$ cat src/rtl/fir_regs_pkg.sv
// Shared definitions for the FIR register responder: address map, widths,
// and the write-qualifier state encoding.
package fir_regs_pkg;

    localparam int REG_W      = 16;
    localparam int ADDR_W     = 6;
    localparam int COEF_N     = 16;
    localparam int COEF_IDX_W = 4;
    localparam int ERR_W      = 8;

    localparam logic [ADDR_W-1:0] ADDR_CTRL   = 6'h00;
    localparam logic [ADDR_W-1:0] ADDR_STATUS = 6'h01;
    localparam logic [ADDR_W-1:0] ADDR_LEN    = 6'h02;
    localparam logic [ADDR_W-1:0] ADDR_ERRCNT = 6'h03;

    typedef enum logic [1:0] {
        WQ_IDLE     = 2'd0,
        WQ_CAPTURE  = 2'd1,
        WQ_WAIT_LOW = 2'd2
    } wq_state_e;

    // Coefficients occupy 0x10-0x1F.
    function automatic logic is_coef_addr(input logic [ADDR_W-1:0] a);
        return a[5:4] == 2'b01;
    endfunction

endpackage

$ cat src/rtl/fir_coef_bank.sv
// 16x16 coefficient storage: one write port, one readback port for the
// bridge and one read port for the FIR datapath.
module fir_coef_bank
    import fir_regs_pkg::*;
(
    input  logic                  clk_b,
    input  logic                  rst_n,
    input  logic                  we,
    input  logic [COEF_IDX_W-1:0] waddr,
    input  logic [REG_W-1:0]      wdata,
    input  logic [COEF_IDX_W-1:0] raddr_a,
    output logic [REG_W-1:0]      rdata_a,
    input  logic [COEF_IDX_W-1:0] raddr_b,
    output logic [REG_W-1:0]      rdata_b
);

    logic [REG_W-1:0] mem [COEF_N];

    always_ff @(posedge clk_b) begin
        if (!rst_n) begin
            for (int i = 0; i < COEF_N; i++) begin
                mem[i] <= '0;
            end
        end else if (we) begin
            mem[waddr] <= wdata;
        end
    end

    assign rdata_a = mem[raddr_a];
    assign rdata_b = mem[raddr_b];

endmodule

$ cat src/rtl/fir_reg_responder.sv
// Register responder for the FIR block, fed by an unhandshaked CDC bridge.
// A write is accepted only once address/data have been seen stable for two edges.
//
//   state       | meaning
//   ------------+-----------------------------------------------------------
//   WQ_IDLE     | waiting for a 0->1 edge on CDC_wr
//   WQ_CAPTURE  | A/D latched; write fires when the next sample matches
//   WQ_WAIT_LOW | write done (or abandoned); wait for CDC_wr to drop
module fir_reg_responder
    import fir_regs_pkg::*;
(
    input  logic                  clk_b,
    input  logic                  rst_n,
    input  logic [ADDR_W-1:0]     CDC_A,
    input  logic [REG_W-1:0]      CDC_data,
    input  logic                  CDC_wr,
    output logic [REG_W-1:0]      data_back,
    output logic                  fir_start,
    input  logic                  fir_busy,
    input  logic                  fir_done,
    output logic [REG_W-1:0]      sample_len,
    input  logic [COEF_IDX_W-1:0] coef_idx,
    output logic [REG_W-1:0]      coef_data
);

    wq_state_e         state;
    logic              prev_wr;
    logic              armed;
    logic [ADDR_W-1:0] lat_a;
    logic [REG_W-1:0]  lat_d;

    logic              wr_fire, wr_ctrl, wr_status, wr_len, wr_coef, wr_bad;
    logic              err_inc, err_clr, done_clr;
    logic [REG_W-1:0]  len_q, rd_val, coef_rd;
    logic [ERR_W-1:0]  errcnt;
    logic              done;

    assign wr_fire   = (state == WQ_CAPTURE) && CDC_wr &&
                       (CDC_A == lat_a) && (CDC_data == lat_d);
    assign wr_ctrl   = wr_fire && (lat_a == ADDR_CTRL);
    assign wr_status = wr_fire && (lat_a == ADDR_STATUS);
    assign wr_len    = wr_fire && (lat_a == ADDR_LEN);
    assign wr_coef   = wr_fire && is_coef_addr(lat_a);
    assign wr_bad    = wr_fire && !wr_ctrl && !wr_status && !wr_len && !wr_coef;

    assign err_inc  = wr_bad || (wr_ctrl && lat_d[0] && fir_busy);
    assign err_clr  = wr_ctrl && lat_d[1];
    assign done_clr = (wr_ctrl || wr_status) && lat_d[1];

    // armed keeps a CDC_wr held high across reset release from looking like a rising edge.
    always_ff @(posedge clk_b) begin
        if (!rst_n) begin
            state   <= WQ_IDLE;
            prev_wr <= 1'b0;
            armed   <= 1'b0;
            lat_a   <= '0;
            lat_d   <= '0;
        end else begin
            armed   <= 1'b1;
            prev_wr <= CDC_wr;
            case (state)
                WQ_IDLE: begin
                    if (CDC_wr && !prev_wr && armed) begin
                        lat_a <= CDC_A;
                        lat_d <= CDC_data;
                        state <= WQ_CAPTURE;
                    end
                end
                WQ_CAPTURE: begin
                    if (!CDC_wr) begin
                        state <= WQ_IDLE;
                    end else if (wr_fire) begin
                        state <= WQ_WAIT_LOW;
                    end else begin
                        lat_a <= CDC_A;
                        lat_d <= CDC_data;
                    end
                end
                WQ_WAIT_LOW: begin
                    if (!CDC_wr) begin
                        state <= WQ_IDLE;
                    end
                end
                default: state <= WQ_IDLE;
            endcase
        end
    end

    always_ff @(posedge clk_b) begin
        if (!rst_n) begin
            len_q     <= '0;
            errcnt    <= '0;
            done      <= 1'b0;
            fir_start <= 1'b0;
            data_back <= '0;
        end else begin
            fir_start <= wr_ctrl && lat_d[0] && !fir_busy;
            data_back <= rd_val;
            if (wr_len) begin
                len_q <= lat_d;
            end
            if (fir_done) begin
                done <= 1'b1;
            end else if (done_clr) begin
                done <= 1'b0;
            end
            if (err_clr) begin
                errcnt <= '0;
            end else if (err_inc && (errcnt != {ERR_W{1'b1}})) begin
                errcnt <= errcnt + 8'd1;
            end
        end
    end

    always_comb begin
        rd_val = '0;
        if (is_coef_addr(CDC_A)) begin
            rd_val = coef_rd;
        end else begin
            case (CDC_A)
                ADDR_STATUS: rd_val = {{(REG_W-2){1'b0}}, done, fir_busy};
                ADDR_LEN:    rd_val = len_q;
                ADDR_ERRCNT: rd_val = {{(REG_W-ERR_W){1'b0}}, errcnt};
                default:     rd_val = '0;
            endcase
        end
    end

    fir_coef_bank u_coef_bank (
        .clk_b   (clk_b),
        .rst_n   (rst_n),
        .we      (wr_coef),
        .waddr   (lat_a[COEF_IDX_W-1:0]),
        .wdata   (lat_d),
        .raddr_a (CDC_A[COEF_IDX_W-1:0]),
        .rdata_a (coef_rd),
        .raddr_b (coef_idx),
        .rdata_b (coef_data)
    );

    assign sample_len = len_q;

endmodule

$ cat config.mk
export PLATFORM = sky130hd
export DESIGN_NAME = fir_reg_responder
export DESIGN_NICKNAME = d
export VERILOG_FILES = /design/src/rtl/fir_regs_pkg.sv /design/src/rtl/fir_coef_bank.sv /design/src/rtl/fir_reg_responder.sv
export SDC_FILE = /design/constraint.sdc
export NUM_CORES = 1
export LEC_CHECK = 0
export BUFFER_PORTS_ARGS = -buffer_cell sky130_fd_sc_hd__buf_2
export CORE_MARGIN = 5
export CORE_UTILIZATION = 55
export CTS_BUF_LIST = sky130_fd_sc_hd__clkbuf_8
export DETAILED_ROUTE_END_ITERATION = 7
export PLACE_DENSITY = 0.73
export SLEW_MARGIN = 40
export SYNTH_ARGS = -nofsm -noshare
export SYNTH_HDL_FRONTEND = slang
export SYNTH_SLANG_ARGS = --single-unit
$ cat constraint.sdc
create_clock -name clk_b -period 5.5 [get_ports clk_b]
set_clock_uncertainty 0.2 [all_clocks]
set_input_delay 0.55 -clock clk_b [delete_from_list [all_inputs] [get_ports clk_b]]
set_output_delay 0.55 -clock clk_b [all_outputs]
set_load 0.05 [all_outputs]
==> results of run 1 <==
[area by class of cell]
type                       count  area [um^2]  share of cell area
sequential                   324         9050               0.505
inverter                      20         75.1             0.00419
timing repair buffer         114          714              0.0399
clock inverter                33          179             0.00999
tap                          384          480              0.0268
multi-input combinational    751         6620               0.369
antenna                        1         2.50            0.000140
clock buffer                  58          798              0.0446
[cell families after synthesis]
family          Yosys count  synth area share
compound gates           61            0.0233
xor+xnor                 23            0.0125
fa+ha+maj                 1          0.000777
buf+inv                 126            0.0328
flops                   324             0.562
mux                     211             0.252
simple gates            455             0.116
[tightest hold or removal path, delay by kind of cell]
family / cells / cell delay, ps
AND/OR/NAND/NOR: 1 / 70
buffers and inverters: 1 / 100
multiplexers: 1 / 60
[report_power, final]
part	switching, W	internal, W	total (W)	leakage (nW)
Sequential	0.0000638	0.00272	0.00278	3.18
Clock	0.000931	0.00105	0.00198	0.578
Combinational	0.000369	0.000243	0.000612	2.33
Total	0.00136	0.00401	0.00537	6.09
[cells in the final DEF (no fill, tap or decap), types with 2 or more instances in the layout]
cell | netlist | layout
a21o_1 | 2 | 2
a21oi_1 | 12 | 12
a22oi_1 | 2 | 2
a31o_2 | 2 | 2
and2_1 | 6 | 5
and3_1 | 2 | 2
buf_12 | 0 | 3
buf_2 | 17 | 76
buf_4 | 0 | 32
buf_6 | 1 | 3
bufinv_16 | 0 | 2
clkbuf_8 | 0 | 58
clkinv_1 | 0 | 8
clkinv_2 | 0 | 2
dfxtp_1 | 68 | 68
edfxtp_1 | 256 | 256
inv_1 | 20 | 41
mux2_2 | 7 | 7
mux2i_1 | 49 | 49
mux4_2 | 155 | 155
nand2_1 | 84 | 84
nand2b_1 | 3 | 3
nand3_1 | 9 | 6
nand3_2 | 0 | 3
nand3b_1 | 2 | 2
nand4_1 | 8 | 8
nand4b_1 | 4 | 4
nor2_1 | 314 | 314
nor2b_1 | 4 | 3
nor3_1 | 5 | 5
nor4_1 | 5 | 5
o2111ai_1 | 3 | 3
o21ai_0 | 26 | 10
o21ai_2 | 0 | 16
o22ai_1 | 8 | 8
or3_1 | 2 | 2
xnor2_1 | 20 | 20
xor2_1 | 3 | 3
[per-layer routing]
layer,GRT usage,vias to the layer above,routed length [um]
met1,0.380,5483,17000
met3,0.0647,132,4720
met5,0,-,0
met2,0.448,684,22100
met4,0.139,0,2680
li1,-,4611,-
[flip-flops by register name, summed over array words and instances, names as in the netlist]
register,count
armed,1
data_back,16
done,1
errcnt,8
fir_start,1
lat_a,6
lat_d,16
prev_wr,1
sample_len,16
state,2
u_coef_bank.mem,256
[worst max-delay path by stage]
stage / slack [ps] / startpoint / end
floorplan: 1600 / CDC_data[15] / u_coef_bank.mem[13][0]
global placement: 1790 / CDC_A[3] / u_coef_bank.mem[1][3]
detailed placement: 1710 / CDC_A[3] / u_coef_bank.mem[2][3]
CTS: 1740 / lat_a[2] / u_coef_bank.mem[2][7]
global route: 1510 / lat_a[2] / u_coef_bank.mem[1][15]
finish: 1670 / lat_a[2] / u_coef_bank.mem[1][15]
[stage by stage]
| step | hold slack [ps] | total power (W) | instances | cell area (um^2) | setup WS (ps) |
|---|---|---|---|---|---|
| final | 25.9 | 0.00537 | 1685 | 17900 | 1670 |
| after global routing | 26.2 | 0.00554 | 1684 | 17900 | 1510 |
| after CTS | 3.00 | 0.00539 | 1684 | 17900 | 1740 |
| after floorplan | 262 | 0.00322 | 1201 | 16100 | 1600 |
| after detailed placement | 284 | 0.00344 | 1593 | 16900 | 1710 |
| after global placement | 274 | 0.00342 | 1592 | 16900 | 1790 |
==> impl_metrics.py, run 1 <==
metrics = {
    "status": {
        "status": "finished, final reports clean",
    },
    "worst_setup_path": {
        "cp-start-kind": "flip-flop",
        "critical_path_peak_fanout": 48,
        "cp.depth": 9,
        "cpPeakStageDelay_ps": 680,
        "rrSetupSlack_ps": 1670,
        "cpMaxStageDelayCell": "dfxtp_1",
        "r2r_end": "u_coef_bank.mem[1][15]",
        "crit_type": "reg2reg",
        "r2r_cells": 9,
        "crit_family": "simple AND/OR/NAND/NOR gates",
        "worstPathCellList": "xnor2_1 -> nand4_1 -> nor3_1 -> and2_1 -> nand4b_1 -> buf_4 -> buf_4 -> o21ai_2 -> buf_4",
        "path_common_cell": "buf_4",
        "cp_num_buf_inv": 3,
        "crit_required_ps": 5540,
        "cp.arrival_ps": 3870,
        "r2r-start": "lat_a[2]",
        "endpoint_kind": "flip-flop",
    },
    "place": {
        "place_congestion": 0.898,
        "portBuffers": 79,
        "place_hpwl_um": 30500,
    },
    "synth": {
        "postSynthAreaPerCell_um2": 13.4,
        "synth_edf_count": 256,
        "synth_ff_type": "edfxtp_1",
        "synth_top_area_cell": "edfxtp_1",
        "synth_most_common_cell": "nor2_1",
        "ys_top_cells_by_count": "nor2_1 (314), edfxtp_1 (256), mux4_2 (155)",
        "yosysWarningCount": 0,
        "synth.distinct_cells": 48,
        "synth_fp_nets": 1233,
        "synthTopCellsByArea": "edfxtp_1 (48%), mux4_2 (22%), dfxtp_1 (8.5%), nor2_1 (7.3%), mux2i_1 (3.0%)",
        "syn-cell-area_mm2": 0.0161,
        "yosys_register_bits": 324,
        "synthCells": 1201,
        "synth.yosys.seq_area_share": 0.562,
        "yosysTopAreaCellShare": 0.478,
        "async_flop_share": 0,
    },
    "route": {
        "drt-total-wl_um": 46500,
        "drt.antenna.violating_nets": 0,
        "drt-initial-drc-count": 1282,
        "drt-vias-per-instance": 6.47,
        "vias": 10900,
        "firstDrtPassIters": 5,
        "remaining_drc_errors": 0,
        "wl_per_cell_um": 27.6,
    },
    "sta": {
        "max_slew_margin": 0.427,
        "setup_violations": 0,
        "finalCritPeriodShare": 0.696,
        "fmax_ghz": 0.261,
        "finalHoldViolCount": 0,
        "setup_tns_ps": 0,
        "post-route-min-period_ps": 3830,
        "rsz0062_at_grt": "no",
        "worst_slew_pin_slew_ps": 860,
        "slew_violations": 0,
    },
    "hold_path": {
        "hold_path.class": "in2reg",
        "worstHoldStart": "CDC_data[11]",
        "hold_end": "lat_d[11]",
        "min_path_cells": 3,
    },
    "job": {
        "maxCapViolations": 0,
    },
    "global_routing": {
        "antenna_found_initial": 0,
        "grt_pass1_vias": 10900,
        "grt_pass1_wl_um": 69700,
        "grt_max_degree": 70,
        "grt_overflow": 0,
        "track_usage": 0.285,
    },
    "die": {
        "dieArea_mm2": 0.0328,
        "die_h_um": 181,
        "num_rows": 62,
        "num_io_pins": 80,
        "die_w_um": 181,
        "core-area_mm2": 0.0288,
        "start_util": 0.559,
    },
    "cts": {
        "cts_root_buf": "clkbuf_8",
        "cts_buffers": 53,
        "clock_latency_ps": 590,
        "clk_path_buf_depth": 3,
        "cts_tree": "done",
        "h-tree-depth": 2,
        "cts-hold-fix-buffers": 0,
        "clk_pin_slew_ps": 60,
        "clock-sinks": 324,
        "post_cts_buffers": 0,
        "cts_resized": 0,
    },
    "power": {
        "powerDensity_mw_per_mm2": 300,
        "irDropWorstVdd_v": 0.000217,
        "p_leak_nw": 6.09,
    },
    "layout": {
        "num-fill-cells": 2148,
        "drive_above_1_share": 0.282,
        "final_util": 0.623,
        "area_growth_pct": 11.3,
        "layout.nets": 1296,
    },
}
No activity file was read; power rests on OpenSTA's default activity.
==> run 2, diff against run 1 <==
- clock period: 5.5 -> 3.9 ns (I/O delays scaled with it)
==> run 2 against run 1 <==
Critical path depth is 1 lower. Fmax up 8.6%. Die area did not move. Via count is 1.7% higher. Wire length fell by 0.39%. Critical endpoint is now lat_a[4]. Largest power group unchanged.
==> impl_metrics.py, run 2 (synthesis gave the netlist of run 1 again) <==
metrics = {
    "layout": {
        "num-fill-cells": 2149,
        "diodes": 0,
        "area_growth_pct": 14.4,
        "mostFrequentLayoutCells": "nor2_1 (313), edfxtp_1 (256), mux4_2 (155)",
        "final_common_cell": "nor2_1",
        "largest_reg_flops": 256,
        "drive_above_1_share": 0.296,
        "layout.nets": 1352,
        "max_flop_register": "u_coef_bank.mem",
    },
    "worst_setup_path": {
        "crit_type": "reg2reg",
        "cp-start-kind": "flip-flop",
        "cp.arrival_ps": 3790,
        "endpoint_kind": "flip-flop",
        "worstPathCellList": "xnor2_1 -> or4b_2 -> nor4_1 -> a2111oi_4 -> buf_4 -> nand3_1 -> o21ai_0 -> dlygate4sd3_1",
        "critical_path_peak_fanout": 24,
        "cpMaxStageDelayCell": "or4b_2",
        "crit_required_ps": 4170,
        "cpPeakStageDelay_ps": 680,
    },
    "route": {
        "remaining_drc_errors": 0,
        "wl_per_cell_um": 26.5,
        "drt-initial-drc-count": 1354,
        "drt-total-wl_um": 46300,
        "drt.antenna.violating_nets": 0,
        "firstDrtPassIters": 6,
        "drt-vias-per-instance": 6.34,
        "vias": 11100,
    },
    "die": {
        "die_w_um": 181,
        "dieArea_mm2": 0.0328,
        "start_util": 0.559,
        "core-area_mm2": 0.0288,
        "die_h_um": 181,
        "num_io_pins": 80,
        "num_rows": 62,
    },
    "hold_path": {
        "hold_path.class": "in2reg",
    },
    "sta": {
        "post-route-min-period_ps": 3520,
        "setup_violations": 0,
        "postLayoutSetupSlackWorst_ps": 376,
        "slew_violations": 0,
        "finalHoldViolCount": 0,
        "finalCritPeriodShare": 0.903,
        "fmax_ghz": 0.284,
        "rsz0062_at_grt": "no",
        "setup_tns_ps": 0,
        "max_slew_margin": 0.406,
        "worst_slew_pin_slew_ps": 891,
    },
    "cts": {
        "h-tree-depth": 2,
        "clk_pin_slew_ps": 60,
        "cts_tree": "done",
        "cts_root_buf": "clkbuf_8",
        "clock_latency_ps": 590,
        "cts_buffers": 53,
        "clk_path_buf_depth": 3,
        "clock-sinks": 324,
    },
    "global_routing": {
        "grt_pass1_wl_um": 70300,
        "grt_overflow": 0,
        "antenna_found_initial": 0,
        "track_usage": 0.284,
        "grt_pass1_vias": 11200,
        "grt_max_degree": 71,
    },
    "job": {
        "maxCapViolations": 0,
    },
    "place": {
        "place_worst_setup_slack_ps": 607,
        "place_congestion": 0.921,
        "portBuffers": 79,
        "place_hpwl_um": 30300,
    },
    "power": {
        "irDropWorstVdd_v": 0.000338,
        "powerDensity_mw_per_mm2": 410,
        "p_leak_nw": 6.37,
    },
    "status": {
        "status": "finished, final reports clean",
    },
}
==> run 2: per-layer routing <==
metal  wire [um]  global-route usage  part of all wire
met1       17000               0.384              0.37
met2       22300               0.458              0.48
met3        5350              0.0670              0.12
met4        1600              0.0979             0.034
met5           0                   0                 0
==> run 2: cell type report <==
| class | instances | area, um^2 | area share |
|---|---|---|---|
| Clock buffer | 58 | 798 | 0.0433 |
| Clock inverter | 42 | 170 | 0.00924 |
| Inverter | 20 | 75.1 | 0.00408 |
| Multi-Input combinational cell | 751 | 6620 | 0.359 |
| Sequential cell | 324 | 9050 | 0.491 |
| Tap cell | 384 | 480 | 0.0261 |
| Timing Repair Buffer | 170 | 1230 | 0.0667 |
==> run 2: repair_timing <==
action | 4_1_cts | 5_1_grt
buffers inserted | 0 | 0
hold buffers | 22 | 0
resized for setup | 0 | 0
endpoints found under the hold margin | 24 | 0
==> run 2: final timing paths <==
kind | startpoint | to | slack [ps] | cells past startpoint
hold reg to reg | sample_len[13] | data_back[13] | 280 | 2
setup reg to reg | lat_d[2] | lat_a[4] | 380 | 8
setup / recovery | lat_d[2] | lat_a[4] | 380 | 8
hold / removal | rst_n | armed | 90 | 2
==> run 2: worst max-delay path, delay by kind of cell, from the launching register on <==
kind,cells,cell delay [ps]
and+or+nand+nor,3,1290
AOI/OAI and AO/OA,2,210
DFF,1,620
buffers and inverters,2,860
xor gates and xnor gates,1,240
==> run 2: where the power goes <==
part           internal [W]  total [W]  switching, W  leakage (nW)
sequential          0.00383    0.00389     0.0000653          3.18
combinational      0.000382   0.000935      0.000553          2.60
clock               0.00136    0.00271       0.00135         0.584
total               0.00557    0.00754       0.00197          6.37
==> run 2: metrics by stage <==
step | total power, W | hold slack (ps) | area [um^2] | std cells | utilization
global route | 0.00779 | 63.8 | 18400 | 1749 | 0.640
finish | 0.00754 | 87.6 | 18400 | 1749 | 0.640
global placement | 0.00486 | 271 | 17200 | 1627 | 0.599
detailed placement | 0.00487 | 270 | 17200 | 1627 | 0.599
floorplan | 0.00454 | 218 | 16100 | 1201 | -
CTS | 0.00756 | 46.0 | 18400 | 1749 | 0.640
==> run 3, diff against run 2 <==
- BUFFER_PORTS_ARGS: -buffer_cell sky130_fd_sc_hd__buf_2 -> unset
- DONT_BUFFER_PORTS: unset -> 1
- SYNTH_HIERARCHICAL: unset -> 1
- clock period: 3.9 -> 3.1 ns (I/O delays scaled with it)
==> run 3 against run 2 <==
Fmax increased by 15%. Flip-flop and latch count unchanged. Register-to-register slack got worse by 330 ps. Power up 23%. Clock power rose by 25%. Highest routed layer unchanged. Global-route usage down 1.5 points. Critical endpoint is now u_coef_bank/mem[14][4].
==> impl_metrics.py, run 3 <==
metrics = {
    "worst_setup_path": {
        "cp.arrival_ps": 3130,
        "endpoint_kind": "flip-flop",
        "rrSetupSlack_ps": 50,
        "cp-start-kind": "flip-flop",
        "crit_required_ps": 3180,
        "critical_path_peak_fanout": 13,
        "crit_type": "reg2reg",
    },
    "synth": {
        "synth_top_family_by_area": "multiplexers",
        "async_flop_share": 0,
        "synth-simple-area-share": 0.172,
        "postSynthAreaPerCell_um2": 14.0,
        "synth_ff_type": "edfxtp_1",
        "muxShareOfSynthArea": 0.185,
        "synthTopCellsByArea": "edfxtp_1 (46%), mux4_2 (17%), and2_1 (9.7%), dfxtp_1 (8.2%), a22oi_1 (3.3%)",
        "synth_adder_area_share": 0.000755,
        "synth_xor_area_frac": 0.0122,
        "synth_fp_nets": 1216,
        "synth_compound_area_frac": 0.0560,
        "ys_top_cells_by_count": "and2_1 (258), edfxtp_1 (256), mux4_2 (128)",
        "synth.distinct_cells": 59,
        "synthCells": 1184,
        "yosysWarningCount": 6,
        "synth.yosys.seq_area_share": 0.546,
        "syn-cell-area_mm2": 0.0166,
        "yosys_register_bits": 324,
        "synth_top_area_cell": "edfxtp_1",
        "yosysTopAreaCellShare": 0.464,
        "synth_most_common_cell": "and2_1",
        "synth_edf_count": 256,
    },
    "job": {
        "maxCapViolations": 0,
    },
    "global_routing": {
        "grt_overflow": 0,
        "grt_pass1_wl_um": 68300,
        "grt_pass1_vias": 11300,
        "antenna_found_initial": 1,
        "track_usage": 0.269,
        "grt_max_degree": 98,
    },
    "die": {
        "num_rows": 63,
        "die_h_um": 184,
        "core-area_mm2": 0.0297,
        "dieArea_mm2": 0.0337,
        "start_util": 0.558,
        "num_io_pins": 80,
        "die_w_um": 184,
    },
    "place": {
        "place_hpwl_um": 27700,
        "place_worst_setup_slack_ps": -14.0,
        "portBuffers": 0,
        "placed_cell_area_mm2": 0.0176,
        "place_congestion": 0.834,
        "place_inst": 1549,
    },
    "cts": {
        "clock_latency_ps": 600,
        "cts_root_buf": "clkbuf_8",
        "clk_pin_slew_ps": 60,
        "cts_tree": "done",
        "h-tree-depth": 2,
        "cts_buffers": 54,
        "clk_path_buf_depth": 3,
        "clock-sinks": 324,
    },
    "power": {
        "powerDensity_mw_per_mm2": 483,
        "irDropWorstVdd_v": 0.000361,
        "p_leak_nw": 7.01,
    },
    "layout": {
        "drive_above_1_share": 0.255,
        "diodes": 0,
        "final_util": 0.646,
        "stdcell_count": 1709,
        "num-fill-cells": 2095,
        "multi_input_area_mm2": 0.00729,
        "layout.nets": 1307,
        "max_flop_register": "u_coef_bank/mem",
        "seqCellArea_mm2": 0.00906,
        "largest_reg_flops": 256,
        "final_common_cell": "and2_1",
        "design_area_mm2": 0.0192,
        "mostFrequentLayoutCells": "and2_1 (258), edfxtp_1 (256), mux4_2 (128)",
        "area_growth_pct": 15.8,
    },
    "route": {
        "wl_per_cell_um": 26.4,
        "drt-initial-drc-count": 1353,
        "firstDrtPassIters": 6,
        "drt.antenna.violating_nets": 0,
        "vias": 10900,
        "drt-total-wl_um": 45200,
        "remaining_drc_errors": 0,
        "drt-vias-per-instance": 6.37,
    },
    "status": {
        "status": "finished, final reports clean",
    },
    "sta": {
        "finalHoldViolCount": 0,
        "max_slew_margin": 0.500,
        "setup_violations": 0,
        "postLayoutSetupSlackWorst_ps": 49.2,
        "rsz0062_at_grt": "no",
        "post-route-min-period_ps": 3050,
        "worst_slew_pin_slew_ps": 747,
        "fmax_ghz": 0.328,
        "slew_violations": 0,
        "finalCritPeriodShare": 0.984,
    },
    "hold_path": {
        "hold_path.class": "in2reg",
    },
}
run 3: where the power goes:
part | switching [W] | internal, W
logic | 0.000552 | 0.000433
clock network | 0.00170 | 0.00168
registers | 0.0000919 | 0.00481
run 3: worst paths after layout:
path / endpoint / cells after the start / from
max: u_coef_bank/mem[14][4] / 10 / lat_d[11]
min: prev_wr / 3 / rst_n
max reg2reg: u_coef_bank/mem[14][4] / 10 / lat_d[11]
min reg2reg: state[0] / 1 / state[1]
run 3: area by class of cell:
class / count / share of cell area
sequential: 324 / 0.472
multi-input combinational: 759 / 0.380
timing repair buffer: 131 / 0.0716
clock buffer: 56 / 0.0402
tap: 390 / 0.0254
clock inverter: 44 / 0.00978
inverter: 5 / 0.000978
run 3: logic make-up after synthesis:
group,Yosys count
simple gates,453
flops,324
mux,147
compound gates,133
buf+inv,103
xor+xnor,23
fa+ha+maj,1
run 3: critical path, stage by stage (launching register included):
cell	delay [ps]
dfxtp_1	320
xor2_1	190
nor4_2	400
nand4_4	170
or2_4	290
nor3b_4	250
buf_6	180
nand4_4	120
buf_4	180
o21ai_4	240
buf_12	190
run 3: layer usage:
metal / vias to the layer above / global-route usage / part of all wire
met3: 108 / 0.0431 / 0.080
met1: 5531 / 0.370 / 0.39
met2: 546 / 0.436 / 0.49
li1: 4698 / - / -
met5: - / 0 / 0
met4: 0 / 0.105 / 0.040
run 3: stage by stage:
| step | total power (W) | setup TNS [ps] | hold slack [ps] |
|---|---|---|---|
| after CTS | 0.00930 | 0 | 0.913 |
| after global placement | 0.00586 | 0 | 144 |
| after detailed placement | 0.00588 | -29.2 | 148 |
| final | 0.00927 | 0 | 16.2 |
| after global routing | 0.00959 | 0 | 36.6 |
| after floorplan | 0.00567 | -5260 | 138 |
run 3: repair_timing:
item / CTS / global route
setup buffers: 6 / 4
gates cloned: 1 / 1
hold endpoints to repair: 324 / 0
pin swaps: 5 / 5
hold buffers: 48 / 0
endpoints found under the setup margin: 78 / 278
resized for setup: 2 / 3
